**src/rtl/mem_ctrl.sv**
```systemverilog
// mem_ctrl: byte-serial bridge from IF fetches and MEM loads/stores to an 8-bit RAM port.
// Latency: n-byte read completes (done) n+2 cycles after sampling; n-byte write after n+1.
// Backpressure: requests held until done; rdy=0 freezes state (reads restart, writes resume).
// Ports: clk/rst; rdy global freeze; jump flushes IF; if_* fetch side; mem_* load/store side;
//        ram_a/ram_dout/ram_wr drive the RAM, ram_din returns the byte addressed one edge earlier.
module mem_ctrl (
  input  logic        clk,
  input  logic        rst,
  input  logic        rdy,
  input  logic        jump,
  input  logic        if_req,
  input  logic [31:0] if_addr,
  output logic [31:0] if_inst,
  output logic        if_done,
  output logic        if_stall,
  input  logic        mem_req,
  input  logic        mem_we,
  input  logic [1:0]  mem_size,
  input  logic [31:0] mem_addr,
  input  logic [31:0] mem_wdata,
  output logic [31:0] mem_rdata,
  output logic        mem_done,
  output logic        mem_stall,
  input  logic [7:0]  ram_din,
  output logic [7:0]  ram_dout,
  output logic [31:0] ram_a,
  output logic        ram_wr
);

  typedef enum logic [1:0] {IDLE, IF_RD, MEM_RD, MEM_WR} state_t;

  state_t      state_q, state_d;
  logic [2:0]  k_q, k_d;
  logic [2:0]  n_q, n_d;
  logic [31:0] base_q, base_d;
  logic [31:0] wdata_q, wdata_d;
  logic [31:0] buf_q, buf_d;
  logic        frz_q, frz_d;
  logic [31:0] if_inst_q, if_inst_d;
  logic [31:0] mem_rdata_q, mem_rdata_d;
  logic [31:0] ram_a_q, ram_a_d;
  logic [7:0]  ram_dout_q, ram_dout_d;
  logic        ram_wr_q, ram_wr_d;
  logic        if_done_q, if_done_d;
  logic        mem_done_q, mem_done_d;

  logic [1:0]  k_prev;
  logic [2:0]  k_next;
  logic [31:0] cap_word;
  logic [7:0]  wr_byte;
  logic [2:0]  mem_n;

  // Datapath helpers: the byte on ram_din belongs to index k-1, because the
  // RAM returns data one cycle after the address it was given.
  always_comb begin
    k_prev   = k_q[1:0] - 2'd1;
    k_next   = k_q + 3'd1;
    cap_word = buf_q;
    cap_word[{k_prev, 3'b000} +: 8] = ram_din;
    wr_byte  = wdata_q[{k_next[1:0], 3'b000} +: 8];
    case (mem_size)
      2'd0:    mem_n = 3'd1;
      2'd1:    mem_n = 3'd2;
      default: mem_n = 3'd4;
    endcase
  end

  always_comb begin
    state_d     = state_q;
    k_d         = k_q;
    n_d         = n_q;
    base_d      = base_q;
    wdata_d     = wdata_q;
    buf_d       = buf_q;
    frz_d       = frz_q;
    if_inst_d   = if_inst_q;
    mem_rdata_d = mem_rdata_q;
    ram_a_d     = ram_a_q;
    ram_dout_d  = ram_dout_q;
    ram_wr_d    = ram_wr_q;
    if_done_d   = if_done_q;
    mem_done_d  = mem_done_q;

    if (rdy) begin
      if_done_d  = 1'b0;
      mem_done_d = 1'b0;
      case (state_q)
        IDLE: begin
          // A request still held during its own done cycle must not restart.
          if (!if_done_q && !mem_done_q) begin
            if (mem_req) begin
              base_d  = mem_addr;
              ram_a_d = mem_addr;
              k_d     = 3'd0;
              buf_d   = 32'd0;
              n_d     = mem_n;
              if (mem_we) begin
                state_d    = MEM_WR;
                wdata_d    = mem_wdata;
                ram_dout_d = mem_wdata[7:0];
                ram_wr_d   = 1'b1;
              end else begin
                state_d = MEM_RD;
              end
            end else if (if_req && !jump) begin
              state_d = IF_RD;
              base_d  = if_addr;
              ram_a_d = if_addr;
              k_d     = 3'd0;
              buf_d   = 32'd0;
              n_d     = 3'd4;
            end
          end
        end
        IF_RD, MEM_RD: begin
          if (state_q == IF_RD && jump) begin
            state_d = IDLE;
            k_d     = 3'd0;
            frz_d   = 1'b0;
          end else if (frz_q) begin
            // Bytes in flight during the freeze are untrustworthy: start over.
            frz_d   = 1'b0;
            k_d     = 3'd0;
            ram_a_d = base_q;
            buf_d   = 32'd0;
          end else begin
            ram_a_d = ram_a_q + 32'd1;
            k_d     = k_next;
            if (k_q != 3'd0) buf_d = cap_word;
            if (k_q == n_q) begin
              state_d = IDLE;
              k_d     = 3'd0;
              if (state_q == IF_RD) begin
                if_inst_d = cap_word;
                if_done_d = 1'b1;
              end else begin
                mem_rdata_d = cap_word;
                mem_done_d  = 1'b1;
              end
            end
          end
        end
        MEM_WR: begin
          if (k_q == n_q - 3'd1) begin
            ram_wr_d   = 1'b0;
            mem_done_d = 1'b1;
            state_d    = IDLE;
            k_d        = 3'd0;
          end else begin
            k_d        = k_next;
            ram_a_d    = ram_a_q + 32'd1;
            ram_dout_d = wr_byte;
          end
        end
        default: state_d = IDLE;
      endcase
    end else if (state_q == IF_RD || state_q == MEM_RD) begin
      frz_d = 1'b1;
    end
  end

  always_ff @(posedge clk or posedge rst) begin
    if (rst) begin
      state_q     <= IDLE;
      k_q         <= 3'd0;
      n_q         <= 3'd0;
      base_q      <= 32'd0;
      wdata_q     <= 32'd0;
      buf_q       <= 32'd0;
      frz_q       <= 1'b0;
      if_inst_q   <= 32'd0;
      mem_rdata_q <= 32'd0;
      ram_a_q     <= 32'd0;
      ram_dout_q  <= 8'd0;
      ram_wr_q    <= 1'b0;
      if_done_q   <= 1'b0;
      mem_done_q  <= 1'b0;
    end else begin
      state_q     <= state_d;
      k_q         <= k_d;
      n_q         <= n_d;
      base_q      <= base_d;
      wdata_q     <= wdata_d;
      buf_q       <= buf_d;
      frz_q       <= frz_d;
      if_inst_q   <= if_inst_d;
      mem_rdata_q <= mem_rdata_d;
      ram_a_q     <= ram_a_d;
      ram_dout_q  <= ram_dout_d;
      ram_wr_q    <= ram_wr_d;
      if_done_q   <= if_done_d;
      mem_done_q  <= mem_done_d;
    end
  end

  assign if_inst   = if_inst_q;
  assign if_done   = if_done_q;
  assign mem_rdata = mem_rdata_q;
  assign mem_done  = mem_done_q;
  assign ram_a     = ram_a_q;
  assign ram_dout  = ram_dout_q;
  // A frozen write keeps its byte registered but must not reach the RAM.
  assign ram_wr    = ram_wr_q & rdy;
  assign if_stall  = if_req & ~if_done_q;
  assign mem_stall = mem_req & ~mem_done_q;

endmodule

```
**config.mk**
```make
export PLATFORM = sky130hd
export DESIGN_NAME = mem_ctrl
export DESIGN_NICKNAME = d
export VERILOG_FILES = /design/src/rtl/mem_ctrl.sv
export SDC_FILE = /design/constraint.sdc
export NUM_CORES = 1
export LEC_CHECK = 0
export CAP_MARGIN = 5
export CORE_ASPECT_RATIO = 1.2
export CORE_UTILIZATION = 55
export CTS_CLUSTER_DIAMETER = 60
export DETAILED_ROUTE_END_ITERATION = 8
export DONT_BUFFER_PORTS = 1
export PLACE_DENSITY = 0.8
export SYNTH_ARGS = -nofsm -noshare
export SYNTH_HDL_FRONTEND = slang
export SYNTH_SLANG_ARGS = --single-unit
```
**constraint.sdc**
```tcl
create_clock -name clk -period 7.8 [get_ports clk]
set_clock_uncertainty 0.1 [all_clocks]
set_input_delay 0.78 -clock clk [delete_from_list [all_inputs] [get_ports clk]]
set_output_delay 0.78 -clock clk [all_outputs]
set_load 0.1 [all_outputs]
```
# [Word-level counts from Yosys, hierarchy flattened]
# Index checks and enable logic that the tools add are counted.
# Widths: inputs -> output; s select.
[word_totals] ff_bits=212 in_bits=113 output_inout_bits=109 word_cells=132
[op_classes] add_sub_neg=5 n_eq_ne=17 shift=3 mux=59 bitwise=8 reduce_logical=26
[op_table] cell="$mux 32" n=12
[op_table] cell="$pmux 32 s3" n=1
[op_table] cell="$pmux 32 s2" n=1
[op_table] cell="$reduce_and 6->1" n=6
[op_table] cell="$add 32x1->32 const B" n=1
[op_table] cell="$bwmux 32" n=1
[op_table] cell="$mux 8" n=4
[op_table] cell="$shift 8x7->32 const A" n=1
[op_table] cell="$shiftx 32x6->8" n=1
[op_table] cell="$shiftx 8x7->32" n=1
[op_table] cell="$mux 3" n=9
[op_table] cell="$mux 1" n=18
[op_table] cell="$pmux 8 s2" n=1
[op_table] cell="$mux 2" n=7
[op_table] cell="$ne 2x2->1 const B" n=6
[op_table] cell="$ne 3x3->1 const B" n=4
[op_table] cell="$reduce_and 5->1" n=2
[op_table] cell="$pmux 3 s3" n=1
[op_table] cell="$reduce_bool 2->1" n=4
[op_table] cell="$neg 5->7" n=1
[op_table] cell="$eq 3x3->1" n=2
[op_table] cell="$pmux 2 s3" n=1
[op_table] cell="$pmux 3 s2" n=1
[op_table] cell="$not 1->1" n=5
[op_table] cell="other kinds (17)" n=27

# [Logic depth before layout (Yosys ltp)]
[depth] ltp_word=8 depth_mapped=10 mapped_depth_nobuf=7

# [Least setup slack after synthesis]
# No wires, ideal clock.
[synth_timing] path_type="input to output" start="in mem_req" end="out mem_stall" t_arrival_ns=2.883 required_time_ns=6.920 slack_ns=4.037 path_stages=5 n_path_buf=3 path_cell_list="buf_2 -> buf_2 -> buf_2 -> inv_1 -> nor2_1"
[synth_between] elab_chain_len=1
[synth_rtl] element="start: declaration" line="16" text="input logic mem_req,"
[synth_rtl] element="$and 1x1->1" line="205" text="assign mem_stall = mem_req & ~mem_done_q;"
[synth_rtl] element="end: declaration" line="23" text="output logic mem_stall,"
# No other way between the ends.

# [Final worst setup path]
[layout_timing] start="reg k_q[0]" end="reg buf_q[10]"
[layout_between] elab_chain_len=8 elab_cells_between_ends=12 classes_between="add/sub (2); eq/ne (1); shift (2); mux (5); reduce/logical (2)"
[layout_rtl] element="start: declaration" line="33" text="logic [2:0] k_q, k_d;"
[layout_rtl] element="start signal: assignment" line="180" text="k_q <= k_d;"
[layout_rtl] element="$sub 2x1->2" line="56" text="k_prev = k_q[1:0] - 2'd1;"
[layout_rtl] element="$neg 5->7" line="59" text="cap_word[{k_prev, 3'b000} +: 8] = ram_din;"
[layout_rtl] element="$shiftx 8x7->32 or $shift 8x7->32 (tied branches)" line="59"
[layout_rtl] element="$bwmux 32" line="59"
[layout_rtl] element="$mux 32" line="129" text="if (k_q != 3'd0) buf_d = cap_word;"
[layout_rtl] element="$mux 32" line="120" text="end else if (frz_q) begin"
[layout_rtl] element="$mux 32" line="116" text="if (state_q == IF_RD && jump) begin"
[layout_rtl] element="$pmux 32 s2" line="87" text="case (state_q)"
[layout_rtl] element="end signal: assignment" line="184" text="buf_q <= buf_d;"
[layout_rtl] element="end: declaration" line="37" text="logic [31:0] buf_q, buf_d;"
# Several ways; a longest one is shown, not always the timed one. The select of a mux whose other input is x is not followed.
# A chain may end at the register's enable or synchronous reset.

==> run metrics <==
outcome completed; Routed WL 25,200 um; unrepaired setup endpoints after global routing no; H-tree lvl count 1; # setup viols final 0; type of the worst setup path flop to flop; sequential area share after synthesis 50.5%; gr ovfl total 0; Hold Slack 0.227 ns; final hold vios 0; most frequent cells in the layout 212 x dfrtp_1, 160 x nand2_1, 97 x o21ai_0; drt drc 0; fill count 1,570; synthesized flop and latch total 212; highest-delay cell along the critical path dfrtp_1; Ports 222; Synth top area share 50.5%; slowest stage delay, CP 0.81 ns; Core Area 18,800 um2; Die Height 153 um; ys async rst share 100%; clk_lat worst skew 0.51 ns; first-pass GRT wire length 40,900 um; Pre-antenna DRT Iters 5; Synth Warn # 0; mean area per synthesized cell 10.3 um2; HPWL Detailed 16,700 um; row cnt 55; leading post-synthesis cells by cell area dfrtp_1 50%, nand2_1 5.7%, o21ai_0 4.7%; antenna violations before repair 2; WP buf/inv 1; metal2 WL 12,400 um; Core Util, Final 60.0%; number of synthesized flops with an enable pin 0; Critical Path Start Type flop; cell taking the most area after synthesis dfrtp_1; Final Cell Area 11,300 um2; top_reg_cell synth dfrtp_1; Leak Pwr 0.00492 uW; Layout area overhead 7.30%; Final Max Slew Viols 0; DP Area 10,600 um2; Final ANT Viol Nets 0; 1st-iter DRT viols 571; Mapped Area 10,500 um2; Root Driver clkbuf_16; CTS tree yes; CTS hold repair buffers 0; clock buffer count from CTS 22; share of cells above drive strength 1 13.6%; max frequency 0.289 GHz; setup TNS 0 ns; maximum fanout along the worst path 20; clk sinks 212; period utilization 44.4%; pwr/cell area 465 nW/um2; vias in the first global route 7,740; Reg clk slew, reported paths 0.06 ns; n_diodes 0; post-CTS sizing 0; Die Wd 128 um; Vias/cell 6.32; Initial Utilization 55.9%; Post-Syn Nets 1,145; Tot GR Track Use 25.9%; Layout Nets 1,103; hold crit path type primary input to asynchronous set/reset pin; Placer Congestion 0.831; Post-CTS Setup Repair Bufs 0; synth unique cells 67; commonest non-fill, non-tap cell in the layout dfrtp_1; Max Cap Violations 0; Die ar. 19,700 um2; clock tree buffer depth 3; WL met3 2020 um; Cell Chain, Critical Path inv_1 -> ha_1 -> nand2_1 -> nor3_1 -> and3_1 -> a22o_1; Data arrival, critical path 3.80 ns; cell count after synthesis 1,021; drt wl/cell 20.2 um; top sig layer met5; Overall Power 5250 uW; relative slew slack 22.4%; crit end category flop; Via Count 7,886; Period minus WS final 3.46 ns; wl on met1 10,200 um; peak supply drop 0.327 mV; pin count of the biggest net entering global routing 146; Slew @ Worst Pin 1.16 ns; Worst R2R Setup Slack 4.34 ns; Port Buffer Count 0; CP delay by family, top simple AND/OR/NAND/NOR gates; Worst Path Required 8.14 ns
cell type report:
type / count / area, um2 / share of cell area [%]
Sequential cell: 212 / 5310 / 47.0
Multi-Input combinational cell: 716 / 4800 / 42.5
Clock buffer: 31 / 626 / 5.55
Tap cell: 256 / 320 / 2.84
Clock inverter: 6 / 86.3 / 0.766
Inverter: 18 / 75.1 / 0.666
Timing Repair Buffer: 9 / 67.6 / 0.599
cell usage after synthesis (5+ instances only):
| master | number |
|---|---|
| nand2_1 | 160 |
| and3_1 | 6 |
| nor3_1 | 5 |
| mux4_2 | 8 |
| a21o_1 | 6 |
| buf_2 | 20 |
| nor2b_1 | 28 |
| mux2_2 | 32 |
| ha_1 | 11 |
| a22o_1 | 38 |
| buf_1 | 13 |
| a21oi_1 | 64 |
| mux2i_1 | 42 |
| xnor2_1 | 5 |
| a22oi_1 | 8 |
| nand4_1 | 10 |
| a211oi_1 | 6 |
| xor2_1 | 5 |
| and2_1 | 7 |
| a31o_2 | 9 |
| o21ai_2 | 26 |
| o31ai_1 | 12 |
| a32o_1 | 14 |
| nor4_1 | 6 |
| o21ai_1 | 8 |
| buf_6 | 7 |
| o21ai_0 | 98 |
| dfrtp_1 | 212 |
| clkbuf_1 | 34 |
| inv_1 | 16 |
| nand3_1 | 27 |
| a31oi_1 | 5 |
| nor2_1 | 14 |
sequential cells by signal, indices dropped and copies added (netlist names):
name / count
wdata_q: 32
state_q: 2
ram_dout: 8
mem_rdata: 32
ram_wr_q: 1
ram_a: 32
k_q: 3
buf_q: 32
frz_q: 1
if_done: 1
n_q: 3
mem_done: 1
if_inst: 32
base_q: 32
cell families (layout without fill, tap and decap cells):
family                   count (synthesis)  after routing  share of synthesized area, %
AO/OA/AOI/OAI                          326            326                          20.9
AND/OR/NAND/NOR                        286            286                          13.1
flip-flops                             212            212                          50.5
buffers and inverters                   93             64                          4.07
multiplexers                            82             82                          9.14
adder cells (fa/ha/maj)                 11             11                          1.31
XOR/XNOR                                11             11                          1.05
per-stage QoR:
stage | instances | worst slack [ns]
floorplan | 1021 | 1.13
global placement | 1211 | 4.39
detailed placement | 1211 | 4.27
CTS | 1248 | 4.26
global route | 1248 | 3.98
finish | 1248 | 4.34
worst paths after layout:
| check | cells past startpoint | to | startpoint |
|---|---|---|---|
| worst max-delay path | 6 | buf_q[10] | k_q[0] |
| worst min-delay path | 1 | base_q[17] | rst |
| worst max register to register | 6 | buf_q[10] | k_q[0] |
| worst min register to register | 2 | base_q[9] | base_q[9] |
| max in group asynchronous | 2 | ram_a[13] | rst |
| min in group clk | 1 | frz_q | rdy |
metal layers:
metal	GRT usage, %	vias up
li1	-	3631
met1	32.6	3885
met2	43.6	321
met3	6.37	47
met4	8.35	2
met5	0	-
report_power, final:
part	switching (uW)	leakage, uW	total, uW	internal, uW
clock	430	0.000345	1050	624
combinational	848	0.00180	1440	593
sequential	1340	0.00277	2750	1420
Power figures use the tool's default switching activity.
